--- src/rtl/connect_four_controller_if.sv ---
// Datapath link of the Connect Four controller: feedback in, strobes out.
// The controller takes the master side, the board datapath the slave side.
interface connect_four_controller_if;
  logic       column_full;
  logic       win_found;
  logic       board_full;
  logic [1:0] current_player;
  logic       clear_board;
  logic       validate_enable;
  logic       find_row_enable;
  logic       drop_token;
  logic       switch_player_enable;

  modport master (
    input  column_full,
    input  win_found,
    input  board_full,
    input  current_player,
    output clear_board,
    output validate_enable,
    output find_row_enable,
    output drop_token,
    output switch_player_enable
  );

  modport slave (
    output column_full,
    output win_found,
    output board_full,
    output current_player,
    input  clear_board,
    input  validate_enable,
    input  find_row_enable,
    input  drop_token,
    input  switch_player_enable
  );
endinterface

--- src/rtl/connect_four_controller.sv ---
// Connect Four game FSM: cursor, move sequencing and win/draw detection.
// Define CF_CURSOR_WRAP_EN to make the cursor wrap at both column edges.
module connect_four_controller #(
  parameter int NUM_COLS = 8
) (
  input  logic       clk,
  input  logic       reset,
  input  logic       btn_left,
  input  logic       btn_right,
  input  logic       btn_drop,
  input  logic       btn_restart,
  connect_four_controller_if.master dp,
  output logic [2:0] cursor_col,
  output logic       game_over,
  output logic [1:0] winner,
  output logic [2:0] state_dbg
);

  localparam logic [2:0] MAX_COL = 3'(NUM_COLS - 1);

  typedef enum logic [3:0] {
    S_CLEAR,
    S_WAIT,
    S_VALIDATE,
    S_CHECK,
    S_FIND,
    S_DROP,
    S_SWITCH,
    S_WIN,
    S_DRAW
  } state_t;

  state_t     state;
  state_t     state_nx;
  logic [2:0] cursor_nx;
  logic [1:0] winner_nx;
  logic [2:0] left_col;
  logic [2:0] right_col;
  logic       restart;

`ifdef CF_CURSOR_WRAP_EN
  assign left_col  = (cursor_col == 3'd0) ? MAX_COL
                                          : cursor_col - 3'd1;
  assign right_col = (cursor_col >= MAX_COL) ? 3'd0
                                             : cursor_col + 3'd1;
`else
  assign left_col  = (cursor_col == 3'd0) ? 3'd0
                                          : cursor_col - 3'd1;
  assign right_col = (cursor_col >= MAX_COL) ? MAX_COL
                                             : cursor_col + 3'd1;
`endif

  assign restart = btn_restart && (state != S_CLEAR);

  always_ff @(posedge clk) begin
    if (reset) begin
      state      <= S_CLEAR;
      cursor_col <= 3'd0;
      winner     <= 2'b00;
    end else begin
      state      <= state_nx;
      cursor_col <= cursor_nx;
      winner     <= winner_nx;
    end
  end

  always_comb begin
    state_nx                = state;
    cursor_nx               = cursor_col;
    winner_nx               = winner;
    dp.clear_board          = 1'b0;
    dp.validate_enable      = 1'b0;
    dp.find_row_enable      = 1'b0;
    dp.drop_token           = 1'b0;
    dp.switch_player_enable = 1'b0;
    game_over               = 1'b0;
    state_dbg               = 3'd0;
    unique case (state)
      S_CLEAR: begin
        dp.clear_board = 1'b1;
        winner_nx      = 2'b00;
        state_nx       = S_WAIT;
      end
      S_WAIT: begin
        state_dbg = 3'd1;
        if (btn_drop)
          state_nx = S_VALIDATE;
        else if (btn_left && !btn_right)
          cursor_nx = left_col;
        else if (btn_right && !btn_left)
          cursor_nx = right_col;
      end
      S_VALIDATE: begin
        state_dbg          = 3'd2;
        dp.validate_enable = 1'b1;
        state_nx           = S_CHECK;
      end
      S_CHECK: begin
        state_dbg = 3'd3;
        state_nx  = dp.column_full ? S_WAIT : S_FIND;
      end
      S_FIND: begin
        state_dbg          = 3'd4;
        dp.find_row_enable = 1'b1;
        state_nx           = S_DROP;
      end
      S_DROP: begin
        state_dbg     = 3'd5;
        dp.drop_token = 1'b1;
        // a win on the last free cell still counts as a win
        if (dp.win_found) begin
          state_nx  = S_WIN;
          winner_nx = dp.current_player;
        end else if (dp.board_full) begin
          state_nx  = S_DRAW;
          winner_nx = 2'b11;
        end else begin
          state_nx  = S_SWITCH;
        end
      end
      S_SWITCH: begin
        state_dbg               = 3'd6;
        dp.switch_player_enable = 1'b1;
        state_nx                = S_WAIT;
      end
      S_WIN, S_DRAW: begin
        state_dbg = 3'd7;
        game_over = 1'b1;
      end
      default: state_nx = S_CLEAR;
    endcase
    if (restart) begin
      state_nx  = S_CLEAR;
      cursor_nx = 3'd0;
      winner_nx = 2'b00;
    end
    // strobes stay quiet for the whole reset cycle
    if (reset) begin
      dp.clear_board          = 1'b0;
      dp.validate_enable      = 1'b0;
      dp.find_row_enable      = 1'b0;
      dp.drop_token           = 1'b0;
      dp.switch_player_enable = 1'b0;
    end
  end

endmodule

--- src/flat_wrapper.sv ---
// flat-port wrapper written by rule: the top's interface ports become plain ports
module connect_four_controller_flat 
#(
  parameter int NUM_COLS = 8
)
  (clk, reset, btn_left, btn_right, btn_drop, btn_restart, cursor_col, game_over, winner, state_dbg, dp_column_full, dp_win_found, dp_board_full, dp_current_player, dp_clear_board, dp_validate_enable, dp_find_row_enable, dp_drop_token, dp_switch_player_enable);
  connect_four_controller_if dp_i ();
  input  logic clk;
  input  logic reset;
  input  logic btn_left;
  input  logic btn_right;
  input  logic btn_drop;
  input  logic btn_restart;
  output logic [2:0] cursor_col;
  output logic game_over;
  output logic [1:0] winner;
  output logic [2:0] state_dbg;
  input wire logic [$bits(dp_i.column_full)-1:0] dp_column_full;
  input wire logic [$bits(dp_i.win_found)-1:0] dp_win_found;
  input wire logic [$bits(dp_i.board_full)-1:0] dp_board_full;
  input wire logic [$bits(dp_i.current_player)-1:0] dp_current_player;
  output wire logic [$bits(dp_i.clear_board)-1:0] dp_clear_board;
  output wire logic [$bits(dp_i.validate_enable)-1:0] dp_validate_enable;
  output wire logic [$bits(dp_i.find_row_enable)-1:0] dp_find_row_enable;
  output wire logic [$bits(dp_i.drop_token)-1:0] dp_drop_token;
  output wire logic [$bits(dp_i.switch_player_enable)-1:0] dp_switch_player_enable;
  assign dp_i.column_full = dp_column_full;
  assign dp_i.win_found = dp_win_found;
  assign dp_i.board_full = dp_board_full;
  assign dp_i.current_player = dp_current_player;
  assign dp_clear_board = dp_i.clear_board;
  assign dp_validate_enable = dp_i.validate_enable;
  assign dp_find_row_enable = dp_i.find_row_enable;
  assign dp_drop_token = dp_i.drop_token;
  assign dp_switch_player_enable = dp_i.switch_player_enable;
  connect_four_controller #(.NUM_COLS(NUM_COLS)) u_core (.clk(clk), .reset(reset), .btn_left(btn_left), .btn_right(btn_right), .btn_drop(btn_drop), .btn_restart(btn_restart), .dp(dp_i), .cursor_col(cursor_col), .game_over(game_over), .winner(winner), .state_dbg(state_dbg));
endmodule
--- config.mk ---
export PLATFORM = sky130hd
export DESIGN_NAME = connect_four_controller_flat
export DESIGN_NICKNAME = d
export VERILOG_FILES = /design/src/rtl/connect_four_controller_if.sv /design/src/rtl/connect_four_controller.sv /design/src/flat_wrapper.sv
export SDC_FILE = /design/constraint.sdc
export NUM_CORES = 1
export LEC_CHECK = 0
export CORE_MARGIN = 1.5
export CORE_UTILIZATION = 60
export DETAILED_ROUTE_END_ITERATION = 10
export DONT_BUFFER_PORTS = 1
export HOLD_SLACK_MARGIN = 0.12
export PLACE_DENSITY = 0.76
export SYNTH_ARGS = -nofsm -noshare
export SYNTH_HDL_FRONTEND = slang
export SYNTH_SLANG_ARGS = --single-unit
--- constraint.sdc ---
create_clock -name clk -period 4.3 [get_ports clk]
set_clock_uncertainty 0.1 [all_clocks]
set_input_delay 0.86 -clock clk [delete_from_list [all_inputs] [get_ports clk]]
set_output_delay 0.86 -clock clk [all_outputs]
set_load 0.005 [all_outputs]
==> qor.csv, run 1 <==
metric;value;unit
outcome;completed;
clkPwrFrac;32.1;%
drive_gt1_share;13.7;%
period_share;56.1;%
synth_edf_count;0;
grt_overflow_total;0;
yosys.cell_types.count;34;
cts_tree;done;
ff2ff_setup_slack;2.69;ns
drtAntennaViolNets;0;
die_area;1560;µm²
fp.dieH;39.4;µm
synth_top_area_cell;dfxtp_1;
leakagePower;0.310;nW
end_kind;primary output;
synth_area;797;µm²
pwr-share-comb;22.3;%
synth_seq_cells;9;
dp_slack;2.01;ns
globalplace.congestion;0.906;
antenna_found_initial;0;
avgViaCountPerCell;6.20;
post-route-min-period;2.41;ns
startpoint;u_core.state[2];
drt-pass1-iter-count;4;
seq_power_share;45.6;%
worstPathRequired;3.34;ns
async_reset_ff_share;0;%
post-route-drc-count;0;
rr_startpoint;u_core.cursor_col[1];
drv_cap;0;
path_max_fanout;9;
clockBufferDepth;2;
synthCells;97;
r2r_end;u_core.cursor_col[2];
max_freq;415;MHz
rr_worst_depth;6;
design.core.area;1170;µm²
worstSetupPathType;register to primary output;
p_switching;0.0635;mW
nets;112;
arrival;1.45;ns
netSwitchingFraction;30.8;%
worst_slack;1.89;ns
seq_area_frac_synth;22.6;%
tightest_slew;0.397;ns
row_count;12;
netlist.area_leader.share;22.6;%
grt_max_degree;11;
vias;676;
worstHoldPathType;register to register;
synth_ff_type;dfxtp_1;
die_w;39.4;µm
wl_per_cell;13.5;µm
clk_pin_slew;0.06;ns
cts_buffers;3;
start_util;68.1;%
cts.hold.buffers_added;0;
grtUsageTotal;23.1;%
hold_viol;0;
netlist_top_cells_area;dfxtp_1 (23%), ha_1 (7.8%), mux2i_1 (7.5%);
drv_slew;0;
setup-violations-final;0;
design.portCount;25;
synth.net_count;113;
syn_to_final_growth;-1.26;%
clk-insertion-delay-late;0.27;ns
yosysWarningCount;0;
grt_setup_unrepaired;false;
cts_root_buf;clkbuf_4;
crit_path_start_kind;register;
finalSetupTns;0;ns
n_antenna_cell;0;
cts_resized;0;
grt_pass1_vias;585;
portBuffers;0;
drt_iter0_markers;19;
cts_max_level;1;
avgSynthCellArea;8.22;µm²
endpoint;dp_find_row_enable;
routed_wl;1480;µm
clkSinkCount;9;
post-cts-setup-buffers;0;
worst_slew_margin_rel;73.5;%
hpwl;1130;µm
power.internal;0.143;mW
power_density;262;nW/µm²
grt_pass1_wl;2340;µm
peakVddDrop;0.154;mV
## metrics by stage
stage | power, mW | hold WS [ns] | util (%) | area [µm²] | cells
after floorplan | 0.141 | 0.385 | - | 797 | 97
after global placement | 0.141 | 0.410 | 65.0 | 761 | 105
after detailed placement | 0.142 | 0.429 | 65.0 | 761 | 105
after CTS | 0.209 | 0.446 | 67.2 | 787 | 109
after global routing | 0.220 | 0.473 | 67.2 | 787 | 109
final | 0.206 | 0.442 | 67.2 | 787 | 109
## routing by layer
layer / track usage (%) / vias up / part of all wire [%]
met5: 0 / - / 0
met4: 12.9 / 0 / 2.0
met3: 8.52 / 3 / 7.1
met2: 33.6 / 31 / 43
met1: 28.8 / 304 / 48
li1: - / 338 / -
## final cells by class
class                           instances  area, µm²
Multi-Input combinational cell         74        533
Inverter                                8       30.0
Tap cell                               14       17.5
Sequential cell                         9        180
Clock buffer                            4       26.3
Fill cell                             105        384
## cell usage after synthesis (2+ instances only)
master,count
a21oi_1,6
nor2_1,9
nand2_1,4
dfxtp_1,9
o21ai_0,6
ha_1,5
or2_1,2
inv_1,8
nor3_1,7
nor2b_1,3
buf_4,2
mux2i_1,6
nor3_2,2
or3_1,2
o211ai_1,2
nand3_1,4
buf_6,3
## power groups by stage
stage          Combinational (mW)  Sequential (mW)  Clock (mW)
2_1_floorplan              0.0501           0.0904           0
3_3_place_gp               0.0451           0.0958           0
3_5_place_dp               0.0459           0.0957           0
4_1_cts                    0.0461           0.0938      0.0689
5_1_grt                    0.0508           0.0947      0.0742
6_report                   0.0461           0.0940      0.0662
## how the worst min path moves through the flow
stage	start	endpoint	slack, ns	cells after the start
after detailed placement	u_core.winner[1]	u_core.winner[1]	0.43	2
final	u_core.winner[1]	u_core.winner[1]	0.44	2
after floorplan	u_core.winner[0]	u_core.winner[0]	0.38	2
after global placement	u_core.winner[0]	u_core.winner[0]	0.41	2
after CTS	u_core.winner[1]	u_core.winner[1]	0.45	2
after global routing	u_core.winner[0]	u_core.winner[0]	0.47	2
## placed cells by master (no fill, tap or decap), drive strengths merged
cell	instances
nor3b	1
a21oi	7
a2bb2oi	1
or2	2
nor2b	3
dfxtp	9
o21ai	9
nand2	4
and3	1
o211ai	2
nor2	9
a22o	1
or3	2
inv	8
a22oi	1
mux2i	6
nand3	4
a21o	1
ha	5
nor3	9
a211oi	2
or2b	1
nand2b	2
nor4	1
clkbuf	4
## critical path, stage by stage (launching register included)
cell and delay (ns):
dfxtp_1 0.46, inv_1 0.17, or3_1 0.42, nor2_1 0.14
## flip-flops by register name (all words and copies together), names as in the netlist
register	count
u_core.cursor_col	3
u_core.state	4
u_core.winner	2
## kinds of logic after synthesis
family	Yosys count	synth area share, %
mux	6	7.54
fa+ha+maj	5	7.85
buf+inv	14	10.5
flops	9	22.6
simple gates	39	29.5
compound gates	24	22.0
Power figures use the tool's default switching activity.
==> run 2, diff against run 1 <==
--- a/config.mk
+++ b/config.mk
@@ -6,11 +6,11 @@
 export NUM_CORES = 1
 export LEC_CHECK = 0
 export CORE_MARGIN = 1.5
-export CORE_UTILIZATION = 60
+export CORE_UTILIZATION = 54
 export DETAILED_ROUTE_END_ITERATION = 10
 export DONT_BUFFER_PORTS = 1
 export HOLD_SLACK_MARGIN = 0.12
-export PLACE_DENSITY = 0.76
+export PLACE_DENSITY = 0.72
 export SYNTH_ARGS = -nofsm -noshare
 export SYNTH_HDL_FRONTEND = slang
 export SYNTH_SLANG_ARGS = --single-unit
==> constraint.sdc (replaced) <==
create_clock -name clk -period 2.15 [get_ports clk]
set_clock_uncertainty 0.1 [all_clocks]
set_input_delay 0.43 -clock clk [delete_from_list [all_inputs] [get_ports clk]]
set_output_delay 0.43 -clock clk [all_outputs]
set_load 0.005 [all_outputs]
==> qor.csv, run 2 (synthesis gave the netlist of run 1 again) <==
metric;value;unit
outcome;completed;
grtUsageTotal;18.5;%
final_cell_area;788;µm²
nets;112;
cts_resized;0;
top_usage_layer;met2;
clkPwrFrac;32.5;%
avgViaCountPerCell;6.05;
pwr-share-comb;22.2;%
grt_max_degree;11;
worstPathRequired;1.62;ns
critPathMaxStageDelay;0.47;ns
largest_reg_flops;4;
row_count;13;
final_core_util;59.1;%
start_util;59.8;%
cp.buffers_inverters;1;
seq_power_share;45.3;%
power_density;525;nW/µm²
finalSetupTns;0;ns
worstHoldPathType;primary input to register;
mostFrequentLayoutCells;nor2_1 (9), dfxtp_1 (9), inv_1 (8);
grt_setup_unrepaired;false;
fp.dieH;41.4;µm
drt-pass1-iter-count;4;
use_met3;3.04;%
drv_slew;0;
cts_buffers;3;
design.portCount;25;
end_kind;primary output;
routed_wl;1480;µm
max_freq;502;MHz
vias;665;
die_area;1720;µm²
hpwl;1150;µm
setup-violations-final;0;
antenna_found_initial;0;
p_switching;0.128;mW
hold_viol;0;
rr_startpoint;u_core.cursor_col[0];
holdCritStartpoint;dp_column_full;
clockBufferDepth;2;
rr_worst_depth;6;
worstHoldPathCells;2;
leakagePower;0.310;nW
portBuffers;0;
grtUsageMet2;31.6;%
netSwitchingFraction;30.9;%
cts_max_level;1;
peakVddDrop;0.280;mV
regMostFlops;u_core.state;
drv_cap;0;
clkSinkCount;9;
dp_cells;106;
period_share;92.6;%
cts_tree;done;
syn_to_final_growth;-1.10;%
grt_use_met1;21.2;%
path_max_fanout;9;
r2r_end;u_core.cursor_col[2];
cts_root_buf;clkbuf_4;
cp_cell_sequence;inv_1 -> or3_1 -> nor2_1;
cts.hold.buffers_added;0;
grt_overflow_total;0;
hold_end;u_core.state[2];
post-cts-setup-buffers;0;
clk-insertion-delay-late;0.27;ns
drive_gt1_share;13.7;%
grt_pass1_wl;2460;µm
drtAntennaViolNets;0;
post-route-drc-count;0;
post-route-min-period;1.99;ns
drt_iter0_markers;16;
tightest_slew;0.361;ns
n_antenna_cell;0;
worstSetupPathType;register to primary output;
finalNonFillerCells;110;
grt_pass1_vias;582;
die_w;41.4;µm
ff2ff_setup_slack;0.49;ns
design.core.area;1330;µm²
wl_per_cell;13.5;µm
critPathTopFamily;simple AND/OR/NAND/NOR gates;
clk_pin_slew;0.06;ns
top_regs;u_core.state (4), u_core.cursor_col (3), u_core.winner (2);
worst_slew_margin_rel;75.9;%
slowest_stage;dfxtp_1;
globalplace.congestion;0.836;
placed_area;762;µm²
crit_path_start_kind;register;
power.internal;0.286;mW
arrival;1.46;ns
[run 2: cell counts in the layout (fill, tap and decap cells not counted)]
No cell type changed its count.
[run 2: power groups by stage]
stage	clock network, mW	registers (mW)	logic [mW]
floorplan	0	0.181	0.100
global placement	0	0.191	0.0913
detailed placement	0	0.191	0.0920
CTS	0.137	0.187	0.0927
global route	0.143	0.189	0.102
finish	0.134	0.187	0.0920
[run 2: worst max path at each step]
stage                          startpoint                       to  depth (start not counted)  slack [ns]
after floorplan                 btn_right     u_core.cursor_col[1]                          6        0.61
after global placement    u_core.state[2]       dp_find_row_enable                          3        0.51
after detailed placement  u_core.state[2]       dp_find_row_enable                          3        0.47
after CTS                 u_core.state[2]       dp_find_row_enable                          3        0.18
after global routing      u_core.state[2]  dp_switch_player_enable                          3        0.05
final                     u_core.state[2]       dp_find_row_enable                          3        0.16
[run 2: area by class of cell]
| type | instances | area, µm² |
|---|---|---|
| flip-flops and latches | 9 | 180 |
| multi-input cells | 74 | 533 |
| inverters | 8 | 30.0 |
| clock buffers | 4 | 26.3 |
| fillers | 133 | 546 |
| well taps | 15 | 18.8 |
[run 2: layer usage]
layer	part of all wire, %	vias to the layer above
met2	47	26
li1	-	337
met4	2.9	0
met1	44	297
met5	0	-
met3	5.7	5
[run 2: stage by stage]
stage / hold slack [ns] / total power, mW / worst slack, ns
CTS: 0.254 / 0.417 / 0.179
floorplan: 0.385 / 0.281 / 0.611
detailed placement: 0.428 / 0.283 / 0.472
global route: 0.250 / 0.434 / 0.0517
global placement: 0.410 / 0.282 / 0.508
finish: 0.253 / 0.414 / 0.159
